**config.mk**
```make
export PLATFORM = sky130hd
export DESIGN_NAME = alu_share_arbiter
export DESIGN_NICKNAME = d
export VERILOG_FILES = /design/src/rtl/alu_share_arbiter.sv
export SDC_FILE = /design/constraint.sdc
export NUM_CORES = 1
export LEC_CHECK = 0
export ABC_AREA = 1
export BUFFER_PORTS_ARGS = -buffer_cell sky130_fd_sc_hd__buf_4
export CORE_AREA = 4 4 121 123
export CTS_CLUSTER_SIZE = 12
export DETAILED_ROUTE_END_ITERATION = 8
export DIE_AREA = 0 0 125 127
export GPL_TIMING_DRIVEN = 0
export HOLD_SLACK_MARGIN = 0.15
export MAX_ROUTING_LAYER = met4
export PLACE_DENSITY = 0.58
export SLEW_MARGIN = 20
export SYNTH_ARGS = -nofsm -noshare
export SYNTH_HDL_FRONTEND = slang
export SYNTH_SLANG_ARGS = --single-unit
```
**constraint.sdc**
```tcl
create_clock -name clk -period 2.08 [get_ports clk]
set_clock_uncertainty 0.05 [all_clocks]
set_input_delay 0.104 -clock clk [delete_from_list [all_inputs] [get_ports clk]]
set_output_delay 0.104 -clock clk [all_outputs]
set_load 0.02 [all_outputs]
```
**src/rtl/alu_share_arbiter.sv**
```systemverilog
// -----------------------------------------------------------------------------
// alu_share_arbiter
//
// Shares one ALU (ALU-control decoder + ALU core) between the two issue lanes
// of the superscalar pipeline. Each cycle at most one lane is granted, chosen
// round-robin when both request. The winner's ALUOp/funct/operands are driven
// to the shared ALU, and the ALU result is registered together with the lane
// id and destination tag. The losing lane is stalled by its grant staying low.
//
// Ports
//   clk, reset                 clock (rising edge), async active-high reset
//   req0/aluop0/funct0/a0/b0/tag0   lane 0 request and fields
//   req1/aluop1/funct1/a1/b1/tag1   lane 1 request and fields
//   gnt0, gnt1                 combinational grants (one-hot or zero)
//   alu_op, alu_funct          to the shared ALU control decoder
//   alu_a, alu_b               to the shared ALU operands
//   alu_result, alu_zero       combinational outputs of the shared ALU
//   res_stall                  downstream cannot take a new result
//   res_valid/res_lane/res_tag/res_data/res_zero   registered result
//   conflict_cnt               saturating count of cycles with both requesting
// -----------------------------------------------------------------------------
module alu_share_arbiter #(
    parameter int DATA_W = 32,
    parameter int TAG_W  = 4
) (
    input  logic              clk,
    input  logic              reset,

    input  logic              req0,
    input  logic [1:0]        aluop0,
    input  logic [5:0]        funct0,
    input  logic [DATA_W-1:0] a0,
    input  logic [DATA_W-1:0] b0,
    input  logic [TAG_W-1:0]  tag0,

    input  logic              req1,
    input  logic [1:0]        aluop1,
    input  logic [5:0]        funct1,
    input  logic [DATA_W-1:0] a1,
    input  logic [DATA_W-1:0] b1,
    input  logic [TAG_W-1:0]  tag1,

    output logic              gnt0,
    output logic              gnt1,

    output logic [1:0]        alu_op,
    output logic [5:0]        alu_funct,
    output logic [DATA_W-1:0] alu_a,
    output logic [DATA_W-1:0] alu_b,
    input  logic [DATA_W-1:0] alu_result,
    input  logic              alu_zero,

    input  logic              res_stall,
    output logic              res_valid,
    output logic              res_lane,
    output logic [TAG_W-1:0]  res_tag,
    output logic [DATA_W-1:0] res_data,
    output logic              res_zero,

    output logic [15:0]       conflict_cnt
);

    // Lane fields gathered into arrays so the grant logic and the ALU mux
    // can be indexed by lane number.
    logic [1:0]        lane_req;
    logic [1:0]        lane_op    [2];
    logic [5:0]        lane_funct [2];
    logic [DATA_W-1:0] lane_a     [2];
    logic [DATA_W-1:0] lane_b     [2];
    logic [TAG_W-1:0]  lane_tag   [2];

    assign lane_req      = {req1, req0};
    assign lane_op[0]    = aluop0;
    assign lane_op[1]    = aluop1;
    assign lane_funct[0] = funct0;
    assign lane_funct[1] = funct1;
    assign lane_a[0]     = a0;
    assign lane_a[1]     = a1;
    assign lane_b[0]     = b0;
    assign lane_b[1]     = b1;
    assign lane_tag[0]   = tag0;
    assign lane_tag[1]   = tag1;

    logic       rr_ptr_reg;   // lane favoured on the next contended cycle
    logic       adv;          // result register can take a new entry
    logic [1:0] gnt_vec;
    logic       gnt_any;
    logic       both_req;
    logic       sel_lane;

    // An empty result register always accepts, even under res_stall.
    assign adv      = !res_stall || !res_valid;
    assign both_req = req0 && req1;

    // A lane wins if it requests and either the other lane is idle or the
    // round-robin pointer names it. The pointer can name only one lane, so
    // the grants are never both high.
    genvar gi;
    generate
        for (gi = 0; gi < 2; gi++) begin : g_grant
            assign gnt_vec[gi] = !reset && adv && lane_req[gi] &&
                                 (!lane_req[1-gi] || (rr_ptr_reg == 1'(gi)));
        end
    endgenerate

    assign gnt0    = gnt_vec[0];
    assign gnt1    = gnt_vec[1];
    assign gnt_any = |gnt_vec;

    // With no grant the ALU sees lane rr_ptr's fields; nothing is captured,
    // so this only avoids an extra constant mux leg.
    assign sel_lane  = gnt_vec[1] ? 1'b1 : (gnt_vec[0] ? 1'b0 : rr_ptr_reg);
    assign alu_op    = lane_op[sel_lane];
    assign alu_funct = lane_funct[sel_lane];
    assign alu_a     = lane_a[sel_lane];
    assign alu_b     = lane_b[sel_lane];

    always_ff @(posedge clk or posedge reset) begin
        if (reset) begin
            res_valid    <= 1'b0;
            res_lane     <= 1'b0;
            res_tag      <= '0;
            res_data     <= '0;
            res_zero     <= 1'b0;
            conflict_cnt <= 16'd0;
            rr_ptr_reg   <= 1'b0;
        end else begin
            // Counts contention regardless of stall, saturating at all-ones.
            if (both_req && (conflict_cnt != 16'hFFFF)) begin
                conflict_cnt <= conflict_cnt + 16'd1;
            end

            // Only a contended grant moves priority; a lone requester
            // leaves the pointer where it was.
            if (both_req && gnt_any) begin
                rr_ptr_reg <= ~gnt_vec[1];
            end

            if (adv) begin
                res_valid <= gnt_any;
                if (gnt_any) begin
                    res_lane <= sel_lane;
                    res_tag  <= lane_tag[sel_lane];
                    res_data <= alu_result;
                    res_zero <= alu_zero;
                end
            end
        end
    end

endmodule
```
# Word level (Yosys, flattened, before mapping)

Cells that the tools add are included.

$add $sub $neg: 1
Magnitude comparators: 1
Equal/unequal tests: 1
Mux-type cells: 17
Bitwise logic cells: 3
Reduce and logical (&&, ||, !) cells: 18

Operators with widths:

| cell                    | count |
|---|---|
| $mux W32                | 6 |
| $mux W6                 | 3 |
| $add A16 B1 Y16 const B | 1 |
| $ne A16 B16 Y1 const B  | 1 |
| $mux W4                 | 3 |
| $logic_and A1 B1 Y1     | 8 |
| $mux W2                 | 3 |
| $logic_not A1 Y1        | 5 |
| $logic_or A1 B1 Y1      | 3 |
| $ge A2 B2 Y1 const B    | 1 |
| $mux W1                 | 2 |
| $not A1 Y1              | 2 |
| $not A1 Y2              | 1 |
| $reduce_and A2 Y1       | 1 |
| $reduce_or A2 Y1        | 1 |

Register bits after elaboration: 56
Bits of input ports: 190
Logic and storage cells: 48

# Logic depth before layout (Yosys ltp)

Depth after elaboration: 11
Gate-level depth with buffers: 9
Depth with buffers taken out: 8

# Least setup slack after synthesis

No wires, ideal clock.

Path kind: reg2reg
Start: reg conflict_cnt[1]
End: reg conflict_cnt[12]
Library setup time: 0.121 ns
Data arrival time: 1.534 ns
Required time: 1.909 ns
Setup slack: 0.375 ns
Stages on the path, launching flop included: 10
Path buffers: 1
Clock period less this slack: 1.705 ns
Cells stage by stage: dfrtp_1 > ha_1 > inv_1 > nor2_2 > nand2_1 > nor2_1 > nor2_1 > buf_6 > nand2_1 > o21ai_1

Longest elaborated chain between the ends: 2
Elaborated cells between the ends (all ways): 3
Those cells by class: add/sub: 1; eq/ne: 1; reduce/logical: 1

Ends and longest elaborated chain:

| what                                                                    | RTL line | source |
|---|---|---|
| start: declaration                                                      | 60       | `output logic [15:0] conflict_cnt` |
| start signal: assignment                                                | 130      | `conflict_cnt <= conflict_cnt + 16'd1;` |
| parallel branches: the longest is 2 deep, another holds $add A16 B1 Y16 | -        |  |

Several ways; the timed one is not identified.
A chain may end at the register's enable or synchronous reset.

# Worst setup path in the final report

Start: reg res_valid
End: out alu_b[13]

Longest elaborated chain between the ends: 11
Elaborated cells between the ends (all ways): 13
Those cells by class: mux: 5; bitwise: 1; reduce/logical: 7

Ends and longest elaborated chain:

| what                                           | RTL line | source |
|---|---|---|
| start: declaration                             | 54       | `output logic res_valid,` |
| start signal: assignment                       | 140      | `res_valid <= gnt_any;` |
| $logic_not A1 Y1 *                             | 92       | `assign adv = !res_stall \|\| !res_valid;` |
| $logic_or A1 B1 Y1 *                           | 92       |  |
| $logic_and A1 B1 Y1 *                          | 101      | `assign gnt_vec[gi] = !reset && adv && lane_req[gi] &&` |
| $logic_and A1 B1 Y1 (2 in series)              | 101      |  |
| $mux W1                                        | 112      | `assign sel_lane = gnt_vec[1] ? 1'b1 : (gnt_vec[0] ? 1'b0 : rr_ptr_reg);` |
| $mux W1 *                                      | 112      |  |
| $not A1 Y2 (implied by the code) *             | 116      | `assign alu_b = lane_b[sel_lane];` |
| $mux W32 (implied by the code) * (3 in series) | 116      |  |
| end: declaration                               | 49       | `output logic [DATA_W-1:0] alu_b,` |

Every way passes the cells marked *; elsewhere a longest branch is shown, timed or not. The select of a mux whose other input is x is not followed.

==> flow_summary.ini <==
[yosys]
synth_fp_nets = 774
synth_area_in_simple_gates_pct = 49.47
synth_warnings = 0
post_synth_xor_area_fraction_pct = 0.9632
combinational_family_with_the_most_area_after_synthesis = simple AND/OR/NAND/NOR gates
synth_cell_types = 26
syn-instance-count = 583
post_synth_mux_area_share_pct = 0
synth_area_per_cell_um2 = 6.239
synth_compound_area_share_pct = 3.268
synth_seq_area_share_pct = 38.53
synth-adder-area-share_pct = 0.3440
post_synthesis_instance_area_mm2 = 0.003637
postSynthRegisterBits = 56

[critical_path]
timing.critical_path.cells = a21oi_4, nand3_4, nand2_8, nand2_4, buf_8, buf_6, nand2_1, nand2_1, buf_4
rr_startpoint = conflict_cnt[1]
cpMostUsedCell = sky130_fd_sc_hd__nand2_1
timing.setup.critical_path_class = reg -> out
crit_path_start_kind = flop
r2r-end = conflict_cnt[10]
reg2regPathDepth = 8
r2r_slack_ns = 0.20
crit_arrival_ns = 1.88
library_cell_contributing_the_largest_single_delay_on_the_critical_path = sky130_fd_sc_hd__dfrtp_1
path_max_fanout = 10
critPathRequiredTime_ns = 1.93
worst_path_largest_cell_delay_ns = 0.41
worst_setup_path_end_kind = output pin

[sta]
hold_viol = 0
layout_min_cycle_time_ns = 2.033
setup_viol = 0
tightestPinTransition_ns = 0.8527
drv_slew = 0
grt_setup_unrepaired = true
timing.setup.tns_ns = 0
worst_slew_margin_rel_pct = 42.97
postLayoutSetupSlackWorst_ns = 0.04717
max_freq_ghz = 0.4919
fin_crit_sh_pct = 97.73
hold_ws_ns = 0.1733

[cts]
clock_tree_from_tritoncts = yes
htreeDepth = 2
clkSinkCount = 56
cts.clk_slew.worst_paths_ns = 0.08
tritoncts.num_buffers = 5
ctsLongestPathBuffers = 2
root_buffer = sky130_fd_sc_hd__clkbuf_16
worstSkewPairLatency_ns = 0.30

[flow_run]
number_of_max_capacitance_violations_reported = 0

[final_layout]
largest_register_ffs = 32
top_register = res_data
final.fill_count = 1423
area_delta_synth_final_pct = 95.22
layout_common_cells = sky130_fd_sc_hd__nand2_1, sky130_fd_sc_hd__buf_4, sky130_fd_sc_hd__nand3_1, sky130_fd_sc_hd__dfrtp_1, sky130_fd_sc_hd__dlygate4sd3_1
final_layout_size_suffix_gt1_share_pct = 39.27
layout.nets = 1155
reg.largest.list = res_data: 32 flops, conflict_cnt: 16 flops, res_tag: 4 flops

[drt]
first_pass_iters = 4
drt-wirelength-per-cell_um = 15.74
antenna_left = 0
first_iter_violations = 181
detail_route.vias_per_cell = 4.424
drc_errors = 0
wirelength_um = 18030
num_vias = 5070

[hold_path]
hp-start = req0
hold_path_class = in -> reg
min_delay_path_depth = 4
hold_end = rr_ptr_reg

[global_routing]
grt_max_degree = 43
grt_pass1_wl_um = 27130
grt_pass1_vias = 4761
grt.total_usage_pct = 21.84
grt-ovfl-total = 0
initial_antenna_violation_count = 1

[place]
port-buffer-count = 318
gp_congestion = 0.9236
dpl.hpwl_um = 14290
worst_slack_placed_ns = 0.03851

[power]
power.density_mw_per_mm2 = 876.9
ir_drop_mv = 0.4183
p_leak_nw = 4.037

[die]
floorplan.initialDensity_pct = 26.62
area_of_the_die_mm2 = 0.01588
std_cell_rows = 43
ios = 319
fp.dieH_um = 127
floorplan_die_width_um = 125
core_region_area_mm2 = 0.01367

[status]
run_status = completed
-- cells by family (layout without fill, tap and decap cells) --
family	after synthesis	after routing
other	0	1
adder cells (fa/ha/maj)	1	1
AND/OR/NAND/NOR	445	445
flip-flops	56	56
XOR/XNOR	4	4
buffers and inverters	57	439
AO/OA/AOI/OAI	20	20
-- layout make-up --
cell class,count,area (um^2),share of cell area (%)
antenna,1,2.502,0.03524
buffer,31,244.0,3.436
clock buffer,6,128.9,1.815
clock inverter,2,17.52,0.2467
inverter,24,92.59,1.304
multi-input combinational,470,2002,28.19
sequential,56,1401,19.74
tap,180,225.2,3.172
timing repair buffer,376,2987,42.06
-- metrics by stage --
stage               utilization [%]  power [mW]  instance area [um^2]  cells
global route                  51.96       6.623                  7101   1146
CTS                           51.04       6.149                  6975   1140
finish                        51.96       6.227                  7101   1146
floorplan                         -       3.405                  3637    583
detailed placement            45.95       5.096                  6280   1082
global placement              45.73       5.077                  6250   1081
-- per-layer routing --
layer | track usage, % | vias up | wire, um
li1 | - | 2575 | -
met1 | 26.91 | 2291 | 7515
met2 | 37.58 | 180 | 9249
met3 | 4.055 | 24 | 884
met4 | 4.847 | 0 | 384
met5 | - | - | 0
-- worst max-delay path, delay by kind of cell, from the launching register on --
kind | cells | cell delay, ns
compound gates | 1 | 0.27
buf+inv | 3 | 0.43
flops | 1 | 0.41
simple gates | 5 | 0.45
-- power breakdown --
group / total [mW] / switching (mW) / internal [mW] / leakage (nW)
sequential: 1.58 / 0.216 / 1.37 / 0.696
combinational: 3.76 / 2.12 / 1.64 / 3.27
clock: 0.879 / 0.421 / 0.458 / 0.0719
-- cell usage after synthesis --
cell type	count	area, um^2
sky130_fd_sc_hd__a21oi_2	1	8.760
sky130_fd_sc_hd__a21oi_1	1	5.000
sky130_fd_sc_hd__nor2_1	30	112.6
sky130_fd_sc_hd__ha_1	1	12.51
sky130_fd_sc_hd__xor2_1	2	17.52
sky130_fd_sc_hd__buf_4	3	22.52
sky130_fd_sc_hd__buf_1	1	3.750
sky130_fd_sc_hd__o21ai_1	6	30.03
sky130_fd_sc_hd__nor2_2	1	6.260
sky130_fd_sc_hd__dfrtp_1	56	1401
sky130_fd_sc_hd__nand3_2	1	10.01
sky130_fd_sc_hd__clkbuf_1	8	30.03
sky130_fd_sc_hd__inv_2	1	3.750
sky130_fd_sc_hd__o21ai_0	6	30.03
sky130_fd_sc_hd__xnor2_1	2	17.52
sky130_fd_sc_hd__buf_2	18	90.09
sky130_fd_sc_hd__nand2_2	2	12.51
sky130_fd_sc_hd__o21bai_1	4	30.03
sky130_fd_sc_hd__nand2_4	1	11.26
sky130_fd_sc_hd__nand2_1	328	1231
sky130_fd_sc_hd__a31oi_1	1	6.260
sky130_fd_sc_hd__o21ai_2	1	8.760
sky130_fd_sc_hd__nand3_1	78	390.4
sky130_fd_sc_hd__inv_1	23	86.33
sky130_fd_sc_hd__buf_6	3	33.78
sky130_fd_sc_hd__nand4_1	4	25.02
-- worst max-delay path by stage --
stage	from	endpoint	slack, ns	cells past startpoint
CTS	rr_ptr_reg	alu_b[22]	0.003	8
detailed placement	res_valid	alu_b[22]	0.04	7
global route	res_valid	alu_b[24]	-0.02	9
global placement	reset	res_data[11]	-0.41	2
finish	res_valid	alu_b[13]	0.05	9
floorplan	conflict_cnt[1]	conflict_cnt[12]	0.37	9
-- what timing repair did --
| item | CTS | global route |
|---|---|---|
| gates resized for setup | 17 | 30 |
| pin swaps | 3 | 4 |
| hold buffers | 45 | 0 |
| cloned | 0 | 0 |
| endpoints found under the setup margin | 71 | 54 |
| hold endpoints to repair | 95 | 0 |
| buffers inserted | 5 | 7 |
(Power assumes the default switching activity.)
